### config.mk
export PLATFORM = sky130hd
export DESIGN_NAME = shift_ctrl
export DESIGN_NICKNAME = d
export VERILOG_FILES = /design/src/rtl/shift_ctrl_pkg.sv /design/src/rtl/shift_ctrl_vld_delay.sv /design/src/rtl/shift_ctrl.sv
export SDC_FILE = /design/constraint.sdc
export NUM_CORES = 1
export LEC_CHECK = 0
export CAP_MARGIN = 15
export CELL_PAD_IN_SITES_DETAIL_PLACEMENT = 1
export CELL_PAD_IN_SITES_GLOBAL_PLACEMENT = 1
export CORE_ASPECT_RATIO = 1.4
export CORE_MARGIN = 8
export CORE_UTILIZATION = 35
export DETAILED_ROUTE_END_ITERATION = 10
export PLACE_DENSITY_LB_ADDON = 0.2
export SKIP_CTS_REPAIR_TIMING = 1
export SYNTH_ARGS = -nofsm -noshare
export SYNTH_HDL_FRONTEND = slang
export SYNTH_HIERARCHICAL = 1
export SYNTH_SLANG_ARGS = --single-unit
### constraint.sdc
create_clock -name vga_clk -period 2 [get_ports vga_clk]
set_input_delay 0.3 -clock vga_clk [delete_from_list [all_inputs] [get_ports vga_clk]]
set_output_delay 0.3 -clock vga_clk [all_outputs]
set_load 0.02 [all_outputs]
### src/rtl/shift_ctrl_pkg.sv
// Shared definitions for the pixel-path sequencing blocks:
// frame-sequencer state encoding and a constant-width helper.
package shift_ctrl_pkg;

  typedef enum logic [1:0] {
    ST_IDLE  = 2'd0,
    ST_RUN   = 2'd1,
    ST_FLUSH = 2'd2,
    ST_DONE  = 2'd3
  } state_e;

  // Bits needed to count 0..value-1; never narrower than one bit.
  function automatic int CLOG2(input int value);
    int width;
    width = 0;
    for (int i = 0; i < 31; i++) begin
      if ((1 << i) < value) width = i + 1;
    end
    return (width < 1) ? 1 : width;
  endfunction

endpackage

### src/rtl/shift_ctrl_vld_delay.sv
// Fixed-latency pipe that lines the window metadata up with the
// line-buffer taps. Cleared asynchronously so a reset empties it at once.
module vld_delay #(
  parameter int W     = 8,
  parameter int DEPTH = 1
) (
  input  logic         clk,
  input  logic         rst_n,
  input  logic [W-1:0] i_d,
  output logic [W-1:0] o_q
);

  generate
    if (DEPTH == 0) begin : g_bypass
      assign o_q = i_d;
    end else begin : g_pipe
      logic [DEPTH-1:0][W-1:0] r_pipe;

      // Shift the metadata one stage per clock.
      always_ff @(posedge clk or negedge rst_n) begin
        if (!rst_n) begin
          r_pipe <= '0;
        end else begin
          r_pipe[0] <= i_d;
          for (int i = 1; i < DEPTH; i++) begin
            r_pipe[i] <= r_pipe[i-1];
          end
        end
      end

      assign o_q = r_pipe[DEPTH-1];
    end
  endgenerate

endmodule

### src/rtl/shift_ctrl.sv
// Frame sequencer for the 5-tap line buffer: forwards the pixel stream,
// appends PAD zero rows, and produces window-centre metadata aligned to
// the line-buffer taps.
module shift_ctrl
  import shift_ctrl_pkg::*;
#(
  parameter int ROW    = 480,
  parameter int COL    = 640,
  parameter int DW     = 8,
  parameter int PAD    = 2,
  parameter int LB_LAT = 1
) (
  input  logic                   vga_clk,
  input  logic                   rst_n,
  input  logic                   frame_start,
  input  logic [DW-1:0]          din,
  input  logic                   din_vld,
  output logic [DW-1:0]          lb_din,
  output logic                   lb_din_vld,
  output logic [CLOG2(COL)-1:0]  ctr_x,
  output logic [CLOG2(ROW)-1:0]  ctr_y,
  output logic                   win_vld,
  output logic                   border,
  output logic                   busy,
  output logic                   frame_done,
  output logic                   err_drop,
  output logic                   err_abort
);

  localparam int XW  = CLOG2(COL);
  localparam int YW  = CLOG2(ROW);
  localparam int IYW = CLOG2(ROW + PAD);
  localparam int CW  = XW + YW + 2;

  localparam logic [XW-1:0]  X_LAST       = XW'(COL - 1);
  localparam logic [IYW-1:0] Y_PIX_LAST   = IYW'(ROW - 1);
  localparam logic [IYW-1:0] Y_FLUSH_LAST = IYW'(ROW + PAD - 1);
  localparam logic [IYW-1:0] Y_PAD        = IYW'(PAD);

  state_e           r_state, w_state_next;
  logic [XW-1:0]    r_in_x, w_in_x_next, w_cur_x, w_ctr_x;
  logic [IYW-1:0]   r_in_y, w_in_y_next, w_cur_y;
  logic [YW-1:0]    w_ctr_y;
  logic             w_accept, w_flush_shift, w_shift;
  logic             w_last_pix, w_last_flush;
  logic             w_ctr_vld, w_border;
  logic [DW-1:0]    r_lb_din, w_lb_din_next;
  logic             r_lb_vld;
  logic             r_frame_done, w_frame_done_next;
  logic             r_err_drop, w_err_drop_next;
  logic             r_err_abort, w_err_abort_next;
  logic [CW-1:0]    r_ctr_stage, w_ctr_stage_next, w_ctr_delayed;

  // Shift decision, position counters and centre mapping for this cycle.
  // A frame_start makes the current position (0,0) so a pixel arriving
  // with it is the first pixel of the new frame.
  always_comb begin
    w_cur_x       = frame_start ? '0 : r_in_x;
    w_cur_y       = frame_start ? '0 : r_in_y;
    w_accept      = din_vld && (frame_start || (r_state == ST_RUN));
    w_flush_shift = !frame_start && (r_state == ST_FLUSH);
    w_shift       = w_accept || w_flush_shift;
    w_last_pix    = w_accept && (w_cur_x == X_LAST) && (w_cur_y == Y_PIX_LAST);
    w_last_flush  = w_flush_shift && (w_cur_x == X_LAST) && (w_cur_y == Y_FLUSH_LAST);

    w_in_x_next = r_in_x;
    w_in_y_next = r_in_y;
    if (w_shift) begin
      if (w_cur_x == X_LAST) begin
        w_in_x_next = '0;
        w_in_y_next = w_cur_y + IYW'(1);
      end else begin
        w_in_x_next = w_cur_x + XW'(1);
        w_in_y_next = w_cur_y;
      end
    end else if (frame_start) begin
      w_in_x_next = '0;
      w_in_y_next = '0;
    end

    // Centre row lags the shifted row by PAD; only rows >= PAD map to a centre.
    w_ctr_vld = w_shift && (w_cur_y >= Y_PAD);
    w_ctr_x   = '0;
    w_ctr_y   = '0;
    if (w_ctr_vld) begin
      w_ctr_x = w_cur_x;
      w_ctr_y = YW'(w_cur_y - Y_PAD);
    end
    w_border = w_ctr_vld &&
               ((int'(w_ctr_x) < PAD) || (int'(w_ctr_x) >= COL - PAD) ||
                (int'(w_ctr_y) < PAD) || (int'(w_ctr_y) >= ROW - PAD));

    w_lb_din_next    = w_accept ? din : '0;
    w_ctr_stage_next = {w_ctr_vld, w_border, w_ctr_x, w_ctr_y};
  end

  // Next-state and pulse outputs; a restart or the final pixel override
  // the per-state transition.
  always_comb begin
    w_state_next      = r_state;
    w_frame_done_next = (r_state == ST_DONE) && !frame_start;
    w_err_drop_next   = din_vld && !frame_start &&
                        ((r_state == ST_FLUSH) || (r_state == ST_DONE));
    w_err_abort_next  = frame_start && (r_state != ST_IDLE);
    unique case (r_state)
      ST_IDLE:  w_state_next = ST_IDLE;
      ST_RUN:   w_state_next = ST_RUN;
      ST_FLUSH: if (w_last_flush) w_state_next = ST_DONE;
      ST_DONE:  w_state_next = ST_IDLE;
      default:  w_state_next = ST_IDLE;
    endcase
    if (frame_start) w_state_next = ST_RUN;
    if (w_last_pix)  w_state_next = (PAD == 0) ? ST_DONE : ST_FLUSH;
  end

  // State register.
  always_ff @(posedge vga_clk or negedge rst_n) begin
    if (!rst_n) r_state <= ST_IDLE;
    else        r_state <= w_state_next;
  end

  // Counters, line-buffer drive, status pulses and first metadata stage.
  always_ff @(posedge vga_clk or negedge rst_n) begin
    if (!rst_n) begin
      r_in_x       <= '0;
      r_in_y       <= '0;
      r_lb_din     <= '0;
      r_lb_vld     <= 1'b0;
      r_frame_done <= 1'b0;
      r_err_drop   <= 1'b0;
      r_err_abort  <= 1'b0;
      r_ctr_stage  <= '0;
    end else begin
      r_in_x       <= w_in_x_next;
      r_in_y       <= w_in_y_next;
      r_lb_din     <= w_lb_din_next;
      r_lb_vld     <= w_shift;
      r_frame_done <= w_frame_done_next;
      r_err_drop   <= w_err_drop_next;
      r_err_abort  <= w_err_abort_next;
      r_ctr_stage  <= w_ctr_stage_next;
    end
  end

  vld_delay #(
    .W     (CW),
    .DEPTH (LB_LAT)
  ) u_vld_delay (
    .clk   (vga_clk),
    .rst_n (rst_n),
    .i_d   (r_ctr_stage),
    .o_q   (w_ctr_delayed)
  );

  assign {win_vld, border, ctr_x, ctr_y} = w_ctr_delayed;
  assign lb_din     = r_lb_din;
  assign lb_din_vld = r_lb_vld;
  assign frame_done = r_frame_done;
  assign err_drop   = r_err_drop;
  assign err_abort  = r_err_abort;
  assign busy       = (r_state != ST_IDLE);

endmodule

Word-level counts from Yosys, hierarchy flattened --
Index checks and enable logic that the tools add are counted.
Operators by class: $add $sub $neg 3, mux-type cells 13, reduce and logical (&&, ||, !) cells 22, equal/unequal tests 7, $lt $le $gt $ge 5
Operators with widths (count):
- 2-to-1 mux 10 bit | 4
- 2-to-1 mux 9 bit | 4
- == test 9 bit, second input constant | 2
- logical AND 1 bit | 12
- adder 10 x 1 -> 10 bit, second input constant | 1
- == test 10 bit, second input constant | 1
- >= comparator 10 bit, second input constant | 1
- < comparator 10 x 2 -> 1 bit, second input constant | 1
- adder 9 x 1 -> 9 bit, second input constant | 1
- >= comparator 9 x 2 -> 1 bit, second input constant | 1
- >= comparator 9 bit, second input constant | 1
- < comparator 9 x 2 -> 1 bit, second input constant | 1
- subtractor 9 x 2 -> 9 bit, second input constant | 1
- 2-to-1 mux 8 bit | 1
- logical OR 1 bit | 6
- 2-to-1 mux 2 bit | 3
- one-hot mux 2 bit (3 select lines) | 1
- == test 2 bit, second input constant | 2
- inequality test 4 bit, second input constant | 1
- == test 2 x 1 -> 1 bit, second input constant | 1
- zero test 2 bit | 1
- nonzero test 2 bit | 1
- OR reduction 2 bit | 1
- zero test 1 bit | 1
Word-level totals: input bits 12, flip-flop bits (word level) 75, logic and storage cells 60

Depth between registers and ports, before layout --
depth in word-level cells 11, mapped depth 11

Cells and area by module --
Netlist, hierarchy kept.
Modules (own cells, without submodules):
- shift_ctrl | sequential area each 1351.3 um^2, area an instance 2647.5 um^2, cells an instance 254, times used 1
- vld_delay | sequential area each 525.5 um^2, area an instance 525.5 um^2, cells an instance 21, times used 1

Least setup slack after synthesis --
OpenSTA, ideal clock, no wires.
path kind input to register, from input frame_start, to register r_in_y[8], setup slack -0.493 ns, arrival time 2.427 ns, buffers on the path 2, stages on the path 11, setup time 0.066 ns, path through buf_6 -> clkinv_1 -> clkbuf_1 -> nand2_1 -> inv_1 -> ha_1 -> nand4bb_1 -> a2111oi_4 -> nand3_2 -> or4_1 -> nand2_1
Between the ends: longest elaborated chain between the ends 4, elaborated cells between the ends (all ways) 11
RTL lines:
- start: declaration | RTL line shift_ctrl.sv:15 | input logic frame_start,
- 2-to-1 mux 9 bit (tied with other cells)
- adder 9 x 1 -> 9 bit (tied with other cells) | RTL line shift_ctrl.sv:71 | w_in_y_next = w_cur_y + IYW'(1);
- 2-to-1 mux 9 bit or logical OR 1 bit (tied branches) | RTL line shift_ctrl.sv:69, shift_ctrl.sv:62
- 2-to-1 mux 9 bit (*) | RTL line shift_ctrl.sv:68 | if (w_shift) begin
- named net w_in_y_next[8] | RTL line shift_ctrl.sv:42 | logic [IYW-1:0] r_in_y, w_in_y_next, w_cur_y;
- end signal: assignment | RTL line shift_ctrl.sv:135 | r_in_y <= w_in_y_next;
- end: declaration | RTL line shift_ctrl.sv:42
The timed path passes the listed nets; every way through them passes the cells marked *. A chain may end at the register's enable or synchronous reset.

Final worst setup path --
from register r_in_x[1], to register r_state[0]
Between the ends: longest elaborated chain between the ends 5, elaborated cells between the ends (all ways) 8
RTL lines:
- start: declaration | RTL line shift_ctrl.sv:41 | logic [XW-1:0] r_in_x, w_in_x_next, w_cur_x, w_ctr_x;
- start signal: assignment | RTL line shift_ctrl.sv:134 | r_in_x <= w_in_x_next;
- 2-to-1 mux 10 bit (*)
- == test 10 bit (*) | RTL line shift_ctrl.sv:63, shift_ctrl.sv:64
- logical AND 1 bit, on equally long branches (2 in series) | RTL line shift_ctrl.sv:63, shift_ctrl.sv:64
- inequality test 4 bit (no source line) or 2-to-1 mux 2 bit (tied branches)
- end signal: assignment | RTL line shift_ctrl.sv:119 | else r_state <= w_state_next;
- end: declaration | RTL line shift_ctrl.sv:40 | state_e r_state, w_state_next;
Mark *: on every way between the ends. The rest lies on a longest branch, timed or not.

==> impl_metrics.py <==
metrics = {
    "run_status": {
        "status": "finished clean",
    },
    "synthesis": {
        "ys_async_sr_fraction": 1.00,
        "synth_top_family_by_area": "simple AND/OR/NAND/NOR gates",
        "synth_mux_area_frac": 0.00315,
        "synth_cells": 275,
        "synth_fa_ha_area_frac": 0.0394,
        "yosysUniqueCellTypes": 52,
        "syn-cell-area_sq_um": 3170,
        "ys.warnings.count": 6,
        "synthSimpleGateAreaFrac": 0.195,
        "ys_ff_latch": 75,
        "synth_edf_count": 0,
        "avgSynthCellArea_sq_um": 11.5,
        "synth_xor_xnor_area_share": 0.0497,
        "synth_seq_area_share": 0.591,
        "synth_compound_area_frac": 0.0931,
        "synth_fp_nets": 297,
        "ys.flop_type": "dfrtp_1",
    },
    "clock_network": {
        "clock_path_buffers": 2,
        "root_buffer": "clkbuf_16",
        "path_clk_slew_ns": 0.06,
        "cts_sinks": 75,
        "htree_levels": 3,
        "cts_tree": "yes",
        "clock_latency_ns": 0.33,
        "cts_buffers": 9,
    },
    "critical_path": {
        "worstPathRequired_ns": 2.26,
        "cp_slowest_cell": "or4_4",
        "critPathLaunchType": "flop",
        "cp_top_family": "simple AND/OR/NAND/NOR gates",
        "crit_type": "flop to flop",
        "max_stage_delay_ns": 0.50,
        "crit_fanout": 3,
        "path_cells": "nand2_4, inv_2, ha_4, nand4bb_4, or4_4, o31a_1, o2bb2ai_1, o21ai_1",
        "arrival_ns": 2.19,
        "cp-end-kind": "flop",
        "path_buf_inv": 1,
    },
    "layout": {
        "finish.utilization": 0.516,
        "mostFrequentLayoutCells": "dfrtp_1 (75), buf_4 (59), clkdlybuf4s50_1 (42), nor2_1 (22), and2_1 (17)",
        "area_growth_pct": 45.1,
        "stdcell_count": 493,
        "drive_gt1_frac": 0.267,
        "final_common_cell": "dfrtp_1",
        "antenna_cells": 0,
        "fin_nets": 403,
    },
    "timing": {
        "fmax_ghz": 0.520,
        "finalCriticalPeriod_ns": 1.92,
        "final.setup.worst_slack_ns": 0.0760,
        "rsz0062_at_grt": "true",
        "fin_skew_ns": 0.00784,
        "setup_violations": 0,
        "slew_violations": 0,
        "worst_pin_slew_ns": 0.401,
        "finalCritPeriodShare": 0.962,
        "max-slew-margin-rel": 0.733,
        "finalHoldViolations": 0,
    },
    "global_route": {
        "gr-total-overflow": 0,
        "grt_max_degree": 50,
        "grt_pass1_vias": 2683,
        "gr-usage-all-layers": 0.146,
        "grt_pass1_wl_mm": 13.7,
        "antenna_found_initial": 0,
    },
    "flow_run": {
        "max_cap_viol_count": 0,
    },
    "route": {
        "ant_nets": 0,
        "vias": 2444,
        "wl_met3_um": 451,
        "dr.pass1.iters": 4,
        "drc_errors": 0,
        "wire_per_inst_um": 17.3,
        "wl_mm": 8.52,
        "wl_met1_mm": 3.55,
        "viasPerCell": 4.96,
        "highest_layer": "met4",
        "met2_length_mm": 4.26,
        "drt-initial-drc-count": 108,
    },
    "placed_design": {
        "portBuffers": 45,
        "dpl.cell_count": 474,
        "place.gp.congestion": 0.842,
        "dp_hpwl_mm": 6.29,
        "dp_slack_ns": -0.493,
    },
    "power": {
        "max-vdd-ir-drop_v": 0.000604,
        "p_total_mw": 3.45,
        "p_leak_nw": 2.22,
        "p_per_area_nw_per_um2": 749,
    },
    "die": {
        "start_util": 0.355,
        "io-pin-count": 46,
        "core_area_sq_um": 8930,
        "die_w_um": 96.5,
        "die_area_sq_um": 12400,
        "die_y_um": 129,
        "rows": 41,
    },
    "min_path": {
        "min_path_type": "input pin to flop",
    },
}
==> cells in the mapped netlist, drive strengths merged (3+ instances only) <==
cell,number,area [sq um]
o311ai,3,26.3
dfrtp,75,1880
and2,17,106
nor3,4,20.0
nand4,9,56.3
clkbuf,10,37.5
nor2b,11,68.8
nor2,23,86.3
ha,10,125
inv,10,37.5
xor2,7,61.3
nand3,7,40.0
nand2,18,67.6
xnor2,11,96.3
a21oi,10,50.1
o21ai,8,40.0
==> kinds of logic after synthesis <==
family          after synthesis
flops                        75
mux                           1
compound gates               40
simple gates                109
buf+inv                      22
fa+ha+maj                    10
xor+xnor                     18
==> final timing paths <==
path	startpoint	endpoint	slack, ns	depth (start not counted)
min in group asynchronous	rst_n	r_in_y[7]$_DFF_PN0_	0.43	2
setup reg to reg	r_in_x[1]$_DFF_PN0_	r_state[0]$_DFFE_PN0P_	0.08	8
max in group asynchronous	rst_n	lb_din[0]$_DFF_PN0_	0.98	3
setup / recovery	r_in_x[1]$_DFF_PN0_	r_state[0]$_DFFE_PN0P_	0.08	8
hold / removal	frame_start	r_in_y[4]$_DFF_PN0_	0.33	3
hold reg to reg	r_ctr_stage[11]$_DFF_PN0_	u_vld_delay/o_q[11]$_DFF_PN0_	0.35	0
==> per-layer routing <==
layer | vias to the layer above | GRT usage
met5 | - | 0
met4 | 0 | 0.0760
met3 | 19 | 0.0373
met2 | 58 | 0.236
met1 | 1208 | 0.172
li1 | 1159 | -
==> worst register-to-register path, stage by stage (launching register included) <==
cell	delay, ns
dfrtp_1	0.42
nand2_4	0.07
inv_2	0.06
ha_4	0.13
nand4bb_4	0.13
or4_4	0.50
o31a_1	0.26
o2bb2ai_1	0.13
o21ai_1	0.14
==> power by group <==
group          switching, mW  internal (mW)  leakage [nW]
Combinational         0.0996         0.0853          1.04
Clock                  0.627           1.09         0.157
Sequential           0.00890           1.53          1.03
Total                  0.736           2.71          2.22
==> per-stage QoR <==
| step | hold slack (ns) | instance area (sq um) | TNS (ns) |
|---|---|---|---|
| after global routing | 0.342 | 4610 | -0.0859 |
| after detailed placement | 0.253 | 4220 | -11.71 |
| after CTS | -0.104 | 4540 | -0.770 |
| after floorplan | 0.00441 | 3260 | -2.62 |
| after global placement | 0.243 | 4220 | -10.49 |
| final | 0.329 | 4610 | 0 |
==> cell type report <==
type | instances | area [sq um]
Timing Repair Buffer | 106 | 938
Sequential cell | 75 | 1880
Inverter | 11 | 53.8
Tap cell | 107 | 134
Fill cell | 955 | 4320
Clock inverter | 6 | 87.6
Multi-Input combinational cell | 178 | 1290
Clock buffer | 10 | 229
==> flip-flops by register name (all words and copies together), names as in the netlist <==
| signal | count |
|---|---|
| r_in_y | 9 |
| lb_din | 8 |
| lb_din_vld | 1 |
| err_abort | 1 |
| frame_done | 1 |
| r_ctr_stage | 21 |
| r_in_x | 10 |
| r_state | 2 |
| err_drop | 1 |
| u_vld_delay/o_q | 21 |
Note: power is estimated with default switching activity, not from simulation.
